[src/rtl/display_scan_controller.sv]
// display_scan_controller
//   Time-multiplexed scan controller for a 4-digit seven-segment display.
//   Walks the external digit parser through ones/tens/hundreds/thousands,
//   registers the decoded segment pattern, and drives active-low anodes.
//   Each digit slot is BLANK_CYCLES of all-anodes-off, followed by
//   DWELL_CYCLES of the digit lit. New values are committed only at frame
//   boundaries.
//
// Ports:
//   clk          system clock
//   reset        synchronous, active-high reset
//   value_in     value requested for display (0-255)
//   value_valid  single-cycle load strobe for value_in
//   shown_value  committed value, feeds the digit parser
//   digit_select parser select: 0 ones, 1 tens, 3 hundreds, 4 thousands
//   digit_in     BCD digit returned by the parser
//   anode        active-low digit enables, [0] ones .. [3] thousands
//   segments     active-low {g,f,e,d,c,b,a}
//   frame_tick   one-cycle pulse at the start of each frame
//
// Build option:
//   LEADING_ZERO_BLANK_EN  when defined, leading-zero digits are blanked
//                          (the ones digit is always shown).

module display_scan_controller #(
  parameter int unsigned DWELL_CYCLES = 50000,
  parameter int unsigned BLANK_CYCLES = 500,
  parameter int unsigned CNT_W        = 16
) (
  input  logic       clk,
  input  logic       reset,
  input  logic [7:0] value_in,
  input  logic       value_valid,
  output logic [7:0] shown_value,
  output logic [2:0] digit_select,
  input  logic [3:0] digit_in,
  output logic [3:0] anode,
  output logic [6:0] segments,
  output logic       frame_tick
);

  localparam logic [CNT_W-1:0] BLANK_LAST = CNT_W'(BLANK_CYCLES - 1);
  localparam logic [CNT_W-1:0] DWELL_LAST = CNT_W'(DWELL_CYCLES - 1);

  typedef enum logic {
    BLANK,
    ON
  } state_t;

  state_t           state;
  logic [CNT_W-1:0] cnt;
  logic [1:0]       idx;
  logic [7:0]       pending;
  logic             pending_valid;
  logic [6:0]       seg_next;
  logic             commit;

  // Slot index to parser select code (code 2 is unused by the parser).
  function automatic logic [2:0] sel_of(input logic [1:0] i);
    case (i)
      2'd0:    sel_of = 3'd0;
      2'd1:    sel_of = 3'd1;
      2'd2:    sel_of = 3'd3;
      default: sel_of = 3'd4;
    endcase
  endfunction

  function automatic logic [6:0] decode(input logic [3:0] d);
    case (d)
      4'd0:    decode = 7'b1000000;
      4'd1:    decode = 7'b1111001;
      4'd2:    decode = 7'b0100100;
      4'd3:    decode = 7'b0110000;
      4'd4:    decode = 7'b0011001;
      4'd5:    decode = 7'b0010010;
      4'd6:    decode = 7'b0000010;
      4'd7:    decode = 7'b1111000;
      4'd8:    decode = 7'b0000000;
      4'd9:    decode = 7'b0010000;
      default: decode = 7'b1111111;
    endcase
  endfunction

  always_comb begin
    seg_next = decode(digit_in);
`ifdef LEADING_ZERO_BLANK_EN
    // digit_select and shown_value are the same registers the parser sees,
    // so the blanking decision lines up with digit_in in the same cycle.
    if ((digit_select == 3'd4) ||
        (digit_select == 3'd3 && shown_value < 8'd100) ||
        (digit_select == 3'd1 && shown_value < 8'd10))
      seg_next = '1;
`endif
  end

  // Last ON cycle of the thousands slot: the edge that starts a new frame.
  assign commit = (state == ON) && (cnt == DWELL_LAST) && (idx == 2'd3);

  always_ff @(posedge clk) begin
    if (reset) begin
      state         <= BLANK;
      cnt           <= '0;
      idx           <= '0;
      anode         <= '1;
      segments      <= '1;
      digit_select  <= 3'd0;
      shown_value   <= '0;
      pending       <= '0;
      pending_valid <= 1'b0;
      frame_tick    <= 1'b0;
    end else begin
      frame_tick <= 1'b0;
      segments   <= seg_next;

      // A strobe on the commit edge bypasses pending and is shown directly.
      if (commit) begin
        if (value_valid)
          shown_value <= value_in;
        else if (pending_valid)
          shown_value <= pending;
        pending_valid <= 1'b0;
      end else if (value_valid) begin
        pending       <= value_in;
        pending_valid <= 1'b1;
      end

      case (state)
        BLANK: begin
          if (cnt == BLANK_LAST) begin
            state <= ON;
            cnt   <= '0;
            anode <= ~(4'b0001 << idx);
          end else begin
            cnt <= cnt + 1'b1;
          end
        end
        ON: begin
          if (cnt == DWELL_LAST) begin
            state        <= BLANK;
            cnt          <= '0;
            idx          <= idx + 2'd1;
            digit_select <= sel_of(idx + 2'd1);
            anode        <= '1;
            frame_tick   <= (idx == 2'd3);
          end else begin
            cnt <= cnt + 1'b1;
          end
        end
        default: begin
          state <= BLANK;
          cnt   <= '0;
          anode <= '1;
        end
      endcase
    end
  end

endmodule

[config.mk]
export PLATFORM = sky130hd
export DESIGN_NAME = display_scan_controller
export DESIGN_NICKNAME = d
export VERILOG_FILES = /design/src/rtl/display_scan_controller.sv
export SDC_FILE = /design/constraint.sdc
export NUM_CORES = 1
export LEC_CHECK = 0
export CAP_MARGIN = 20
export CORE_ASPECT_RATIO = 1.1
export CORE_UTILIZATION = 53
export CTS_BUF_LIST = sky130_fd_sc_hd__clkbuf_8
export DETAILED_ROUTE_END_ITERATION = 8
export PLACE_DENSITY = 0.83
export SLEW_MARGIN = 0
export SYNTH_ARGS = -nofsm -noshare
export SYNTH_HDL_FRONTEND = slang
export SYNTH_SLANG_ARGS = --single-unit
[constraint.sdc]
create_clock -name clk -period 2.7 [get_ports clk]
set_input_delay 0.54 -clock clk [delete_from_list [all_inputs] [get_ports clk]]
set_output_delay 0.54 -clock clk [all_outputs]
set_load 0.02 [all_outputs]
* Yosys cells after proc, flatten, opt, wreduce, memory -nomap -nowiden *
Memory sizes are Yosys's and may differ from the RTL's. A register that Yosys moved wholly into a read port is not among the register bits.
Cells that the tools add are included.

storage, ports and cells
  ROM bits = 112
  output and inout port bits = 23
  logic and storage cells = 46
  memories kept = 1
  flip-flop bits (word level) = 44

cells by class
  eq/ne operators = 7
  $add $sub $neg = 2
  reductions and logical operators = 10
  bitwise operators = 4
  mux-type cells = 12
  shift-type cells = 1

memory list
  memory            words  bits a word  rd ports  clocked after Yosys merged registers in  write ports  line  text
  (name not given)  16     7            1         1                                        0            69    case (d)

operators by type and width
  operator                 count
  $mux W16                 2
  $pmux W16 S2             1
  $add A16 B1 Y16 const B  1
  $eq A16 B16 Y1 const B   1
  $eq A16 B9 Y1 const B    1
  $mux W8                  2
  $pmux W3 S3              1
  $mux W4                  2
  $pmux W4 S2              1
  $reduce_and A2 Y1        4
  $eq A2 B2 Y1 const B     2
  $not A4 Y4               1
  $shl A1 B2 Y4 const A    1
  $not A1 Y1               3
  $reduce_or A3 Y1         1
  $add A2 B1 Y2 const B    1
  $eq A2 B1 Y1 const B     1
  $logic_and A1 B1 Y1      2
  $logic_not A2 Y1         1
  $mux W1                  2
  $ne A2 B1 Y1 const B     1
  $ne A2 B2 Y1 const B     1
  $pmux W1 S2              1
  $reduce_bool A2 Y1       1
  $reduce_or A2 Y1         1

* Logic depth before layout (Yosys ltp) *
  depth after elaboration = 5
  mapped depth = 7

* Worst setup path after synthesis *
Ideal clock, no wire load.

  path kind = reg-to-reg
  start = register cnt[0]
  end = register cnt[11]
  path slack = 0.968 ns
  setup time = 0.062 ns
  data arrival time = 1.670 ns
  cell stages (with the launch flop) = 8
  cell sequence = dfxtp_1 -> ha_1 -> and4_4 -> and4_4 -> buf_12 -> a211o_4 -> buf_12 -> nor2_4

on the way
  word-level cells in the longest chain between the ends = 3
  elaborated cells on any way between the ends = 6
  classes of those cells = add/sub (1); eq/ne (2); mux (3)

RTL lines
  what                                     line      text
  start: declaration                       51        logic [CNT_W-1:0] cnt;
  start signal: assignment                 134       cnt <= cnt + 1'b1;
  start signal: assignment                 146       cnt <= cnt + 1'b1;
  $add A16 B1 Y16 (tied with other cells)  134, 146
  $mux W16 (on tied branches)              138, 129
  $pmux W16 S2 *                           127       case (state)

Mark *: on every way between the ends. The rest lies on a longest branch, timed or not.
A chain may end at the register's enable or synchronous reset.

* Worst setup path in the final report *
  start = register cnt[0]
  end = register shown_value[0]

on the way
  word-level cells in the longest chain between the ends = 4

RTL lines
  what                               line  text
  $eq A16 B16 Y1                     97    assign commit = (state == ON) && (cnt == DWELL_LAST) && (idx == 2'd3);
  $logic_and A1 B1 Y1 (2 in series)  97
  $reduce_and A2 Y1 (no line)        n/a
  end signal: assignment             118   shown_value <= value_in;
  end signal: assignment             120   shown_value <= pending;
  end: declaration                   34    output logic [7:0] shown_value,

Every way passes these cells.

==> results.sh <==
export IMPL_skew_ns=0.006833
export IMPL_clk_pin_slew_worst_paths_ns=0.09
export IMPL_htree_levels=2
export IMPL_grt_pass1_vias=1831
export IMPL_path_class="reg2reg"
export IMPL_period_share=0.8119
export IMPL_antenna_cells=0
export IMPL_layout_drive_gt1_share=0.1410
export IMPL_hold_buffers=0
export IMPL_hpwl_microns=3500
export IMPL_die_h_microns=77.59
export IMPL_grt_ovfl_total=0
export IMPL_final_nets=339
export IMPL_port_buffers=37
export IMPL_fin_setup_tns_ns=0
export IMPL_status="finished, violations left"
export IMPL_synth_edf_count=0
export IMPL_cts_tree="built"
export IMPL_synth_largest_area_cell="dfxtp_1"
export IMPL_area_growth_pct=14.23
export IMPL_crit_arrival_ns=2.36
export IMPL_gp_congestion=0.8008
export IMPL_cp_end_kind="flip-flop"
export IMPL_io_pins=38
export IMPL_initial_utilization=0.5506
export IMPL_dr_pass1_iters=8
export IMPL_viasPerCell=5.641
export IMPL_grt_antenna_before_repair=0
export IMPL_cts_root_buf="clkbuf_8"
export IMPL_ys_top_cells_by_area="dfxtp_1 37%, ha_1 5.5%, xnor2_1 4.8%, a311oi_2 4.4%, nor2_1 3.7%"
export IMPL_drt_initial_drc_count=157
export IMPL_syn_inst=284
export IMPL_worstSkewPairLatency_ns=0.30
export IMPL_numCtsBuffers=5
export IMPL_synth_top_area_frac=0.3709
export IMPL_leakage_uw=0.001043
export IMPL_cellPowerDensity_mw_per_mm2=436.0
export IMPL_tightest_slew_ns=0.5487
export IMPL_slew_headroom=0.6328
export IMPL_fmax_mhz=456.2
export IMPL_violations="design-rule violations"
export IMPL_drt_wl_total_microns=4894
export IMPL_period_needed_ns=2.192
export IMPL_start_kind="flip-flop"
export IMPL_syn_area_per_cell_sq_um=9.692
export IMPL_syn_nets=311
export IMPL_fin_cells=370
export IMPL_cp_cell_sequence="ha_1, and4_4, and4_4, and2_1, a311oi_2"
export IMPL_grt_max_degree=38
export IMPL_crit_slowest_cell="and4_4"
export IMPL_grt_usage=0.1883
export IMPL_highest_layer="met4"
export IMPL_drv_slew=0
export IMPL_final_cell_mix="51 x dfxtp_1, 36 x clkdlybuf4s50_1, 27 x nor2_1"
export IMPL_wl_met1_microns=2266
export IMPL_ys_flop_type="dfxtp_1"
export IMPL_cpMostUsedCell="and4_4"
export IMPL_required_ns=2.87
export IMPL_die_area_sq_mm=0.005486
export IMPL_routed_wl_met3_microns=184
export IMPL_final_common_cell="dfxtp_1"
export IMPL_cts_repair_resized=0
export IMPL_synth_warnings=0
export IMPL_wl_per_cell_microns=13.23
export IMPL_final_antenna_net_count=0
export IMPL_path_max_fanout=37
export IMPL_rsz0062_at_grt="false"
export IMPL_drv_cap=0
export IMPL_dpl_cell_count=363
export IMPL_mappedNetlistArea_sq_mm=0.002753
export IMPL_synth_seq_cells=51
export IMPL_synth_yosys_seq_area_share=0.3709
export IMPL_rows=27
export IMPL_critical_path_max_stage_delay_ns=0.54
export IMPL_grt_pass1_wl_microns=8445
export IMPL_die_x_microns=70.72
export IMPL_hold_path_class="reg2reg"
export IMPL_cts_setup_buffers=0
export IMPL_hold_viol_final=0
export IMPL_vias=2087
export IMPL_numClockSinks=51
export IMPL_drc=10
export IMPL_clockBufferDepth=2
export IMPL_setup_viol=0
export IMPL_synth_cell_type_count=45
export IMPL_ys_async_sr_fraction=0
export IMPL_ir_drop_v=0.0002214
export IMPL_routed_wl_met2_microns=2397
export IMPL_core_area_sq_mm=0.005000
critical path, delay by kind of cell (launching register included):
kind | cells | cell delay, ns
AND/OR/NAND/NOR | 3 | 1.22
flip-flops | 1 | 0.39
adder cells (fa/ha/maj) | 1 | 0.28
AO/OA/AOI/OAI | 1 | 0.16
Yosys cell counts, drive strengths merged (4+ instances only):
library cell and number:
nand3 7, a31oi 7, nor4 7, dfxtp 51
inv 8, nor2 37, nand2 15, clkbuf 10
buf 10, nor3b 4, mux2i 9, nor3 11
a311oi 8, o311ai 7, nand4b 7, a21oi 12
xnor2 15, ha 12, nand2b 16
registers in the layout, summed over array words and instances (netlist names):
name	cells
digit_select	3
idx	2
state	1
anode	4
shown_value	8
cnt	16
frame_tick	1
pending_valid	1
pending	8
segments	7
cells by family after synthesis:
logic type	after synthesis	share of synthesized area
AO/OA/AOI/OAI	46	0.1477
XOR/XNOR	16	0.05091
adder cells (fa/ha/maj)	12	0.05454
buffers and inverters	28	0.07046
flip-flops	51	0.3709
multiplexers	9	0.03273
AND/OR/NAND/NOR	122	0.2727
metal layers:
layer | vias up | global-route usage
met2 | 30 | 0.3125
met4 | 0 | 0.04800
met1 | 987 | 0.2467
met5 | - | 0
met3 | 7 | 0.04286
li1 | 1063 | -
power breakdown:
| group | switching [uW] | internal [uW] |
|---|---|---|
| combinational | 77.5 | 65.0 |
| sequential | 12.2 | 775 |
| clock | 240 | 202 |
area by class of cell:
class	count	area [sq um]
clock buffer	6	82.58
tap	58	72.57
clock inverter	1	5.005
timing repair buffer	41	395.4
sequential	51	1021
inverter	8	30.03
fill	430	1856
multi-input combinational	205	1538
worst paths after layout:
kind                      from                     endpoint  slack (ns)  cells after the start
max          cnt[0]$_SDFF_PP0_  shown_value[0]$_SDFFE_PP0P_        0.51                      5
min          cnt[0]$_SDFF_PP0_            cnt[0]$_SDFF_PP0_        0.48                      1
max reg2reg  cnt[0]$_SDFF_PP0_  shown_value[0]$_SDFFE_PP0P_        0.51                      5
min reg2reg  cnt[0]$_SDFF_PP0_            cnt[0]$_SDFF_PP0_        0.48                      1
stage by stage:
step / power, uW / cell area, sq um / setup WS [ns] / hold WS [ns] / util
floorplan: 898.7 / 2753 / 0.9681 / 0.4386 / -
global placement: 943.3 / 3057 / 0.5623 / 0.4522 / 0.6114
detailed placement: 947.2 / 3057 / 0.4908 / 0.4652 / 0.6114
CTS: 1386 / 3144 / 0.4832 / 0.4853 / 0.6289
global route: 1430 / 3144 / 0.3769 / 0.5181 / 0.6289
finish: 1371 / 3144 / 0.5080 / 0.4782 / 0.6289
(Power assumes the default switching activity.)
==> variant (same settings) <==
Build with the macro `LEADING_ZERO_BLANK_EN` defined.
--- a/src/rtl/display_scan_controller.sv
+++ b/src/rtl/display_scan_controller.sv
@@ -22,4 +22,6 @@
 //   LEADING_ZERO_BLANK_EN  when defined, leading-zero digits are blanked
 //                          (the ones digit is always shown).
+
+`define LEADING_ZERO_BLANK_EN
 
 module display_scan_controller #(
Function: no difference found for any inputs over 10 cycles, from zero or initial values and one cycle with reset high; that may be too few to reach the edited logic, so the function may still have changed.
==> variant against the original RTL <==
Worst hold slack worse by 0.022 ns; power shrank 1.4%; setup slack better by 0.15 ns; first-iteration DRC count decreased by 41%; critical endpoint is now shown_value[1]; sequential cell count unchanged; highest routed layer unchanged; design area fell by 2.8%; via count grew 2.0%; final cell count rose by 4.1%; wire length increased by 7.2%; area after synthesis down 7.4%.
==> variant: results (changes against the original RTL) <==
Worst Tran Pin Value - 0.542 ns (was 0.549 ns)
first-pass GRT wire length - 8780 um (was 8450 um)
Mapped Cells - 295 (was 284)
DRT Pass-1 Iters - 4 (was 8)
final instance count without filler cells - 385 (was 370)
reg2reg path depth - 6 (was 5)
largest net degree at the start of global routing - 24 (was 38)
P_leak - 1.21 nW (was 1.04 nW)
status - completed (was finished, violations left)
post-synthesis sequential area ratio - 40.0% (was 37.1%)
Worst R2R Setup Slack - 0.66 ns (was 0.51 ns)
sw frac - 24.7% (was 24.0%)
Post-Place Cells - 377 (was 363)
Mapped Nets - 322 (was 311)
post-synth cell types - 41 (was 45)
vias in the first global route - 2025 (was 1831)
Final Net Count - 355 (was 339)
RePlAce Congestion - 0.760 (was 0.801)
Layout Skew - 0.0108 ns (was 0.00683 ns)
via count - 2129 (was 2087)
GR Util All Layers - 22.8% (was 18.8%)
critical-path maximum fanout - 23 (was 37)
Post-synth top cells - dfxtp_1 (51), nor2_1 (45), nand2_1 (29), o21ai_0 (14) (was dfxtp_1 (51), nor2_1 (27), nand2b_1 (16), nand2_1 (15), xnor2_1 (15))
Area contributors post-synth - dfxtp_1 (40%), nor2_1 (6.6%), ha_1 (5.9%) (was dfxtp_1 (37%), ha_1 (5.5%), xnor2_1 (4.8%))
share of layout cells above drive strength 1 - 6.08% (was 14.1%)
r2r endpoint - shown_value[1] (was shown_value[0])
Avg WL per Cell - 13.6 um (was 13.2 um)
slowest CP cell - nand4_2 (was and4_4)
1st-iter DRT viols - 92 (was 157)
pre-CTS setup slack - 0.650 ns (was 0.491 ns)
Area after DPL - 2970 sq um (was 3060 sq um)
Critical Path AT - 2.29 ns (was 2.36 ns)
worst ir drop on vdd - 0.248 mV (was 0.221 mV)
-- variant: cell types whose count changed after synthesis, sizes merged, moves of 7 or more --
cell | unedited run | this run
nor3 | 11 | 4
nand2 | 15 | 29
nand4b | 7 | 0
o221ai | 0 | 8
nor2 | 37 | 45
o21ai | 3 | 15
a211o | 1 | 8
a311oi | 8 | 0
-- variant: logic make-up (layout without fill, tap and decap cells) --
logic type	after synthesis	count (layout)	synth area share, %
simple gates	121	121	24.1
fa+ha+maj	12	12	5.89
flops	51	51	40.0
xor+xnor	17	17	5.84
compound gates	55	55	14.5
mux	13	13	5.10
buf+inv	26	60	4.47
-- variant: layer usage --
| layer | up-vias | track usage [%] | wire [um] |
|---|---|---|---|
| met5 | - | 0 | 0 |
| met4 | 0 | 8.80 | 57 |
| met3 | 4 | 4.55 | 215 |
| met2 | 45 | 38.5 | 2540 |
| met1 | 981 | 28.4 | 2430 |
| li1 | 1099 | - | - |
-- variant: area by class of cell --
type	instances	area [sq um]
Sequential cell	51	1020
Inverter	8	30.0
Multi-Input combinational cell	218	1420
Tap cell	56	70.1
Clock buffer	5	68.8
Fill cell	402	1560
Clock inverter	3	15.0
Timing Repair Buffer	44	435
-- variant: through the flow --
stage               power [mW]  hold slack, ns
detailed placement       0.939           0.444
CTS                       1.36           0.457
finish                    1.35           0.456
global route              1.40           0.495
global placement         0.936           0.431
floorplan                0.885           0.417
-- variant: worst max-delay path by stage --
stage / to / slack (ns) / depth (start not counted)
after floorplan: cnt[15] / 1.12 / 6
after global placement: shown_value[2] / 0.74 / 5
after detailed placement: shown_value[1] / 0.65 / 6
after CTS: shown_value[1] / 0.63 / 6
after global routing: shown_value[3] / 0.48 / 6
final: shown_value[1] / 0.66 / 6
